## src/rtl/dmem_arbiter_pkg.sv

```systemverilog
// Shared types and constants for the two-port DataMem arbiter.
//   arb_state_e : arbiter FSM states IDLE -> ISSUE -> WAIT -> RESP
//   PORT_CPU    : port index of the CPU load/store requester
//   PORT_DMA    : port index of the loader/DMA requester
//   ACK_LATENCY : cycles from Req sampled in IDLE to Ack high
package dmem_arb_pkg;

  typedef enum logic [1:0] {
    IDLE  = 2'd0,
    ISSUE = 2'd1,
    WAIT  = 2'd2,
    RESP  = 2'd3
  } arb_state_e;

  localparam logic PORT_CPU = 1'b0;
  localparam logic PORT_DMA = 1'b1;

  localparam int unsigned ACK_LATENCY = 3;

endpackage

```

## src/rtl/dmem_arbiter_if.sv

```systemverilog
// Bus bundle between two requesters, the arbiter and the DataMem.
//   Req/We/Addr/WData 0/1 : requester commands (requester -> arbiter)
//   Ack/RData 0/1         : completion pulse and read data (arbiter -> requester)
//   MemAddress/MemWriteData/MemRead/MemWrite : arbiter -> DataMem
//   MemReadData           : DataMem -> arbiter, registered, 1-cycle latency
//   Busy/GrantId          : arbiter status
// Modports: slave = arbiter side, master = requesters + DataMem side.
interface dmem_arbiter_if #(
  parameter int unsigned ADDR_W = 32,
  parameter int unsigned DATA_W = 32
);

  logic              Req0;
  logic              We0;
  logic [ADDR_W-1:0] Addr0;
  logic [DATA_W-1:0] WData0;
  logic              Ack0;
  logic [DATA_W-1:0] RData0;

  logic              Req1;
  logic              We1;
  logic [ADDR_W-1:0] Addr1;
  logic [DATA_W-1:0] WData1;
  logic              Ack1;
  logic [DATA_W-1:0] RData1;

  logic [ADDR_W-1:0] MemAddress;
  logic [DATA_W-1:0] MemWriteData;
  logic              MemRead;
  logic              MemWrite;
  logic [DATA_W-1:0] MemReadData;

  logic              Busy;
  logic              GrantId;

  modport slave (
    input  Req0, We0, Addr0, WData0,
    input  Req1, We1, Addr1, WData1,
    input  MemReadData,
    output Ack0, RData0, Ack1, RData1,
    output MemAddress, MemWriteData, MemRead, MemWrite,
    output Busy, GrantId
  );

  modport master (
    output Req0, We0, Addr0, WData0,
    output Req1, We1, Addr1, WData1,
    output MemReadData,
    input  Ack0, RData0, Ack1, RData1,
    input  MemAddress, MemWriteData, MemRead, MemWrite,
    input  Busy, GrantId
  );

endinterface

```

## src/rtl/dmem_arbiter_arb_pick.sv

```systemverilog
// Combinational winner select for the DataMem arbiter.
//   req0_i, req1_i  : pending requests
//   last_i          : port granted last (round-robin pointer)
//   gnt_valid_c_o   : at least one request pending
//   winner_c_o      : index of the winning port
// Build option ARB_ROUND_ROBIN_EN: alternate on contention; otherwise
// port 0 has fixed priority and last_i is ignored.
module arb_pick
  import dmem_arb_pkg::*;
(
  input  logic req0_i,
  input  logic req1_i,
  input  logic last_i,
  output logic gnt_valid_c_o,
  output logic winner_c_o
);

  assign gnt_valid_c_o = req0_i | req1_i;

`ifdef ARB_ROUND_ROBIN_EN
  // On contention the port not granted last wins; a lone requester always wins.
  always_comb begin
    winner_c_o = PORT_CPU;
    if (req0_i && req1_i) begin
      winner_c_o = ~last_i;
    end else if (req1_i) begin
      winner_c_o = PORT_DMA;
    end
  end
`else
  logic unused_last;
  assign unused_last = last_i;

  // Port 0 wins whenever it requests.
  always_comb begin
    winner_c_o = PORT_CPU;
    if (req1_i && !req0_i) begin
      winner_c_o = PORT_DMA;
    end
  end
`endif

endmodule

```

## src/rtl/dmem_arbiter.sv

```systemverilog
// Two-port arbiter in front of the single-port DataMem.
//   Clk, Rst : clock and synchronous active-high reset
//   bus      : dmem_arbiter_if.slave (requester ports, DataMem ports, status)
// One transaction per grant: IDLE latches the winner's command, ISSUE drives
// exactly one strobe, WAIT captures read data, RESP holds the Ack pulse.
// Build option ARB_ROUND_ROBIN_EN selects round-robin arbitration (see arb_pick).
module dmem_arbiter
  import dmem_arb_pkg::*;
#(
  parameter int unsigned ADDR_W = 32,
  parameter int unsigned DATA_W = 32
) (
  input  logic           Clk,
  input  logic           Rst,
  dmem_arbiter_if.slave  bus
);

  arb_state_e        state_q,  state_d;
  logic              we_q,     we_d;
  logic              gnt_q,    gnt_d;
  logic [ADDR_W-1:0] addr_q,   addr_d;
  logic [DATA_W-1:0] wdata_q,  wdata_d;
  logic              mem_rd_q, mem_rd_d;
  logic              mem_wr_q, mem_wr_d;
  logic              ack0_q,   ack0_d;
  logic              ack1_q,   ack1_d;
  logic [DATA_W-1:0] rdata0_q, rdata0_d;
  logic [DATA_W-1:0] rdata1_q, rdata1_d;
  logic              busy_q,   busy_d;

  logic              pick_valid;
  logic              pick_win;

  // GrantId doubles as the last-grant pointer.
  arb_pick u_pick (
    .req0_i        (bus.Req0),
    .req1_i        (bus.Req1),
    .last_i        (gnt_q),
    .gnt_valid_c_o (pick_valid),
    .winner_c_o    (pick_win)
  );

  // State and output registers.
  always_ff @(posedge Clk) begin
    if (Rst) begin
      state_q  <= IDLE;
      we_q     <= 1'b0;
      gnt_q    <= 1'b0;
      addr_q   <= '0;
      wdata_q  <= '0;
      mem_rd_q <= 1'b0;
      mem_wr_q <= 1'b0;
      ack0_q   <= 1'b0;
      ack1_q   <= 1'b0;
      rdata0_q <= '0;
      rdata1_q <= '0;
      busy_q   <= 1'b0;
    end else begin
      state_q  <= state_d;
      we_q     <= we_d;
      gnt_q    <= gnt_d;
      addr_q   <= addr_d;
      wdata_q  <= wdata_d;
      mem_rd_q <= mem_rd_d;
      mem_wr_q <= mem_wr_d;
      ack0_q   <= ack0_d;
      ack1_q   <= ack1_d;
      rdata0_q <= rdata0_d;
      rdata1_q <= rdata1_d;
      busy_q   <= busy_d;
    end
  end

  // Next-state and next-output logic; strobes and Acks default low so each
  // is a single-cycle pulse.
  always_comb begin
    state_d  = state_q;
    we_d     = we_q;
    gnt_d    = gnt_q;
    addr_d   = addr_q;
    wdata_d  = wdata_q;
    mem_rd_d = 1'b0;
    mem_wr_d = 1'b0;
    ack0_d   = 1'b0;
    ack1_d   = 1'b0;
    rdata0_d = rdata0_q;
    rdata1_d = rdata1_q;

    unique case (state_q)
      IDLE: begin
        if (pick_valid) begin
          gnt_d   = pick_win;
          if (pick_win == PORT_DMA) begin
            we_d    = bus.We1;
            addr_d  = bus.Addr1;
            wdata_d = bus.WData1;
          end else begin
            we_d    = bus.We0;
            addr_d  = bus.Addr0;
            wdata_d = bus.WData0;
          end
          // Strobes are registered, so they are high during ISSUE.
          mem_wr_d = we_d;
          mem_rd_d = ~we_d;
          state_d  = ISSUE;
        end
      end
      ISSUE: begin
        state_d = WAIT;
      end
      WAIT: begin
        // DataMem read data is valid this cycle; writes keep the old RData.
        if (gnt_q == PORT_DMA) begin
          ack1_d = 1'b1;
          if (!we_q) rdata1_d = bus.MemReadData;
        end else begin
          ack0_d = 1'b1;
          if (!we_q) rdata0_d = bus.MemReadData;
        end
        state_d = RESP;
      end
      RESP: begin
        state_d = IDLE;
      end
      default: begin
        state_d = IDLE;
      end
    endcase

    busy_d = (state_d != IDLE);
  end

  assign bus.MemAddress   = addr_q;
  assign bus.MemWriteData = wdata_q;
  assign bus.MemRead      = mem_rd_q;
  assign bus.MemWrite     = mem_wr_q;
  assign bus.Ack0         = ack0_q;
  assign bus.Ack1         = ack1_q;
  assign bus.RData0       = rdata0_q;
  assign bus.RData1       = rdata1_q;
  assign bus.Busy         = busy_q;
  assign bus.GrantId      = gnt_q;

endmodule

```

## src/flat_wrapper.sv

```systemverilog
// flat-port wrapper written by rule: the top's interface ports become plain ports
module dmem_arbiter_flat import dmem_arb_pkg::*;
#(
  parameter int unsigned ADDR_W = 32,
  parameter int unsigned DATA_W = 32
)
  (Clk, Rst, bus_Req0, bus_We0, bus_Addr0, bus_WData0, bus_Req1, bus_We1, bus_Addr1, bus_WData1, bus_MemReadData, bus_Ack0, bus_RData0, bus_Ack1, bus_RData1, bus_MemAddress, bus_MemWriteData, bus_MemRead, bus_MemWrite, bus_Busy, bus_GrantId);
  dmem_arbiter_if #(.ADDR_W(ADDR_W), .DATA_W(DATA_W)) bus_i ();
  input  logic Clk;
  input  logic Rst;
  input wire logic [$bits(bus_i.Req0)-1:0] bus_Req0;
  input wire logic [$bits(bus_i.We0)-1:0] bus_We0;
  input wire logic [$bits(bus_i.Addr0)-1:0] bus_Addr0;
  input wire logic [$bits(bus_i.WData0)-1:0] bus_WData0;
  input wire logic [$bits(bus_i.Req1)-1:0] bus_Req1;
  input wire logic [$bits(bus_i.We1)-1:0] bus_We1;
  input wire logic [$bits(bus_i.Addr1)-1:0] bus_Addr1;
  input wire logic [$bits(bus_i.WData1)-1:0] bus_WData1;
  input wire logic [$bits(bus_i.MemReadData)-1:0] bus_MemReadData;
  output wire logic [$bits(bus_i.Ack0)-1:0] bus_Ack0;
  output wire logic [$bits(bus_i.RData0)-1:0] bus_RData0;
  output wire logic [$bits(bus_i.Ack1)-1:0] bus_Ack1;
  output wire logic [$bits(bus_i.RData1)-1:0] bus_RData1;
  output wire logic [$bits(bus_i.MemAddress)-1:0] bus_MemAddress;
  output wire logic [$bits(bus_i.MemWriteData)-1:0] bus_MemWriteData;
  output wire logic [$bits(bus_i.MemRead)-1:0] bus_MemRead;
  output wire logic [$bits(bus_i.MemWrite)-1:0] bus_MemWrite;
  output wire logic [$bits(bus_i.Busy)-1:0] bus_Busy;
  output wire logic [$bits(bus_i.GrantId)-1:0] bus_GrantId;
  assign bus_i.Req0 = bus_Req0;
  assign bus_i.We0 = bus_We0;
  assign bus_i.Addr0 = bus_Addr0;
  assign bus_i.WData0 = bus_WData0;
  assign bus_i.Req1 = bus_Req1;
  assign bus_i.We1 = bus_We1;
  assign bus_i.Addr1 = bus_Addr1;
  assign bus_i.WData1 = bus_WData1;
  assign bus_i.MemReadData = bus_MemReadData;
  assign bus_Ack0 = bus_i.Ack0;
  assign bus_RData0 = bus_i.RData0;
  assign bus_Ack1 = bus_i.Ack1;
  assign bus_RData1 = bus_i.RData1;
  assign bus_MemAddress = bus_i.MemAddress;
  assign bus_MemWriteData = bus_i.MemWriteData;
  assign bus_MemRead = bus_i.MemRead;
  assign bus_MemWrite = bus_i.MemWrite;
  assign bus_Busy = bus_i.Busy;
  assign bus_GrantId = bus_i.GrantId;
  dmem_arbiter #(.ADDR_W(ADDR_W), .DATA_W(DATA_W)) u_core (.Clk(Clk), .Rst(Rst), .bus(bus_i));
endmodule
```

## config.mk

```make
export PLATFORM = sky130hd
export DESIGN_NAME = dmem_arbiter_flat
export DESIGN_NICKNAME = d
export VERILOG_FILES = /design/src/rtl/dmem_arbiter_pkg.sv /design/src/rtl/dmem_arbiter_if.sv /design/src/rtl/dmem_arbiter_arb_pick.sv /design/src/rtl/dmem_arbiter.sv /design/src/flat_wrapper.sv
export SDC_FILE = /design/constraint.sdc
export NUM_CORES = 1
export LEC_CHECK = 0
export BUFFER_PORTS_ARGS = -buffer_cell sky130_fd_sc_hd__buf_4
export CORE_MARGIN = 2
export CORE_UTILIZATION = 30
export DETAILED_ROUTE_END_ITERATION = 16
export SLEW_MARGIN = 20
export SYNTH_ARGS = -nofsm -noshare
export SYNTH_HDL_FRONTEND = slang
export SYNTH_SLANG_ARGS = --single-unit
```

## constraint.sdc

```tcl
create_clock -name Clk -period 2.1 [get_ports Clk]
set_input_delay 0.21 -clock Clk [delete_from_list [all_inputs] [get_ports Clk]]
set_output_delay 0.21 -clock Clk [all_outputs]
set_load 0.01 [all_outputs]
```

==> flow_summary_export.csv <==
group,metric,value,unit
global_routing,grtUsageTotal,19.4,%
critical_path,cp.arrival,1.96,ns
die,ios,300,
cts,numClockSinks,137,
detailed_routing,wirelength,18700,microns
power_and_ir_drop,irDropWorstVdd,0.628,mV
final_layout,final_area,8350,sq um
sta,worst_slew_pin_slew,0.664,ns
sta,finalMaxSlewViolations,0,
die,initial_core_util,30.7,%
global_routing,busiest_layer,"met2",
synthesis,synth.distinct_cells,25,
place,gp_routability_congestion,0.812,
global_routing,grt_pass1_vias,5285,
final_layout,areaGrowthSynthToFinish,57.2,%
die,die_h,137,microns
global_routing,antenna_found_initial,0,
global_routing,met3_usage,7.89,%
detailed_routing,vias,5569,
place,numPortBuffers,299,
synthesis,synth_area_per_cell,7.93,sq um
sta,slew_headroom,55.6,%
final_layout,layout.nets,1115,
critical_path,cp.required,2.43,ns
sta,clock.fmax,615,MHz
global_routing,grt.overflow.total,0,
global_routing,use_met1,22.3,%
final_layout,utilization,48.3,%
detailed_routing,antenna_left,0,
critical_path,r2r_cells,6,
die,coreArea,17300,sq um
synthesis,netlist_area,5310,sq um
synthesis,ys_seq_elements,137,
sta,setup_violations,0,
critical_path,startpoint,"u_core.state_q[0]",
sta,period_share,77.4,%
critical_path,path_max_fanout,27,
detailed_routing,via_per_inst,4.71,
worst_hold_path,hold_class,"primary input to register",
run,maxCapViolations,0,
cts,clk_path_buf_depth,2,
cts,clk_pin_slew_worst_paths,0.06,ns
cts,ctsHoldBuffers,0,
sta,period_minus_slack,1.63,ns
critical_path,cp-endpoint,"u_core.bus.MemAddress[14]",
die,die_area,18800,sq um
synthesis,ys_warn_count,0,
detailed_routing,wl_per_cell,15.8,microns
cts,htreeDepth,4,
synthesis,synth-seq-area-share,51.6,%
final_layout,drive_gt1_share,36.5,%
cts,post_cts_buffers,0,
synthesis,syn_nets,840,
global_routing,grt_max_degree,70,
sta,hold_violations,0,
cts,post_cts_resized,0,
detailed_routing,drcViolationCount,0,
synthesis,yosysTopAreaCell,"dfxtp_1",
critical_path,worstReg2RegEnd,"u_core.bus.MemAddress[14]",
detailed_routing,drt_iter0_markers,212,
power_and_ir_drop,p_leak,3.63,nW
synthesis,syn_inst,670,
critical_path,start_kind,"register",
run_status,status,"finished, final reports clean",
cts,insertion_delay,0.42,ns
die,die_w,137,microns
synthesis,ys_top_cells_by_area,"dfxtp_1, nand2_1, a21oi_1",
place,place_area,7750,sq um
sta,rsz0062_at_grt,"false",
cts,cts_tree,"built",
sta,hold_slack,0.0348,ns
place,dp_hpwl,13100,microns
critical_path,path_class,"register to register",
power_and_ir_drop,power.density,1220,nW/um^2
final_layout,insertedDiodeCount,0,
die,num_rows,48,
global_routing,met2_usage,31.8,%
cts,numCtsBuffers,17,
synthesis,yosys.area.top_type_share,51.6,%
sta,clock_skew,0.00804,ns
detailed_routing,firstDrtPassIters,4,
cts,ctsRootBufferMaster,"clkbuf_16",
critical_path,rrSetupSlack,0.47,ns
sta,tns,0,ns
global_routing,grt_pass1_wl,27900,microns
critical_path,cp-end-kind,"register",
critical_path,r2r_start,"u_core.state_q[0]",
[metrics by stage]
stage,power [mW],setup slack [ns],instances
global placement,7.24,0.548,1151
global route,10.8,0.327,1182
finish,10.2,0.475,1182
CTS,10.3,0.466,1182
detailed placement,7.27,0.461,1151
floorplan,5.52,0.673,670
[synthesized netlist by cell type, drive strengths merged]
library cell	instances
nor2	66
clkbuf	22
a21oi	128
a211oi	66
dfxtp	137
and2b	1
nand3b	1
ha	4
a311oi	1
nand2b	1
nand2	193
o21ai	1
nor2b	1
and3b	2
or2	1
o21a	1
mux2i	1
nor3b	3
nor3	2
buf	35
or3b	1
inv	2
[report_power, final]
group / internal [mW] / total (mW) / switching [mW] / leakage [nW]
Combinational: 1.67 / 3.58 / 1.92 / 2.21
Clock: 1.89 / 3.04 / 1.16 / 0.289
Sequential: 3.23 / 3.58 / 0.347 / 1.12
Total: 6.79 / 10.2 / 3.42 / 3.63
[flip-flops by register name, indices dropped and copies added, names as in the netlist]
signal and flops:
u_core.bus.MemAddress 32, u_core.bus.MemWrite 1, u_core.bus.MemRead 1, u_core.we_q 1, u_core.bus.Busy 1, u_core.bus.Ack0 1
u_core.bus.Ack1 1, u_core.bus.GrantId 1, u_core.bus.MemWriteData 32, u_core.bus.RData1 32, u_core.state_q 2, u_core.bus.RData0 32
[cell type report]
type,instances,area [sq um]
fillers,1759,8950
flip-flops and latches,137,2740
repair buffers,313,2410
multi-input cells,474,2310
clock buffers,19,443
well taps,225,282
clock inverters,12,151
inverters,2,7.51
[worst min path at each step]
stage                          startpoint                   endpoint  slack [ns]  cells past startpoint
floorplan                        bus_Req0         u_core.bus.GrantId        0.31                      1
global placement    u_core.bus.RData1[16]      u_core.bus.RData1[16]        0.44                      2
detailed placement  u_core.bus.RData1[24]      u_core.bus.RData1[24]        0.45                      2
CTS                              bus_Req0         u_core.bus.GrantId        0.02                      2
global route                bus_Addr1[14]  u_core.bus.MemAddress[14]        0.03                      3
finish                           bus_Req0         u_core.bus.GrantId        0.03                      2
[layer usage]
layer / vias up / routed length, microns
met2: 207 / 9010
li1: 2793 / -
met3: 27 / 1710
met1: 2542 / 7500
met5: - / 0
met4: 0 / 449
[cells by family (layout without fill, tap and decap cells)]
kind of cell / count (synthesis) / after routing / share of synthesized area (%)
AND/OR/NAND/NOR: 272 / 272 / 20.1
flip-flops: 137 / 137 / 51.6
AO/OA/AOI/OAI: 197 / 197 / 21.8
adder cells (fa/ha/maj): 4 / 4 / 0.943
multiplexers: 1 / 1 / 0.189
buffers and inverters: 59 / 346 / 5.28
[cells in the final DEF, fill, tap and decap left out]
| cell | instances |
|---|---|
| a211oi_1 | 66 |
| a21oi_1 | 128 |
| a311oi_1 | 1 |
| and2b_2 | 1 |
| and3b_1 | 2 |
| buf_12 | 5 |
| buf_4 | 308 |
| bufinv_16 | 3 |
| clkbuf_1 | 1 |
| clkbuf_16 | 17 |
| clkbuf_8 | 1 |
| clkinv_2 | 4 |
| clkinv_4 | 3 |
| clkinvlp_4 | 2 |
| dfxtp_1 | 137 |
| ha_1 | 4 |
| inv_1 | 2 |
| mux2i_1 | 1 |
| nand2_1 | 193 |
| nand2b_2 | 1 |
| nand3b_1 | 1 |
| nor2_1 | 66 |
| nor2b_1 | 1 |
| nor3_1 | 2 |
| nor3b_1 | 2 |
| nor3b_4 | 1 |
| o21a_2 | 1 |
| o21ai_4 | 1 |
| or2_2 | 1 |
| or3b_1 | 1 |
[worst max-delay path, stage by stage (launching register included)]
cell and delay (ns):
dfxtp_1 0.32, inv_1 0.08, ha_1 0.27, o21ai_4 0.27, buf_12 0.26, a21oi_1 0.06, a211oi_1 0.26
Power figures use the tool's default switching activity.
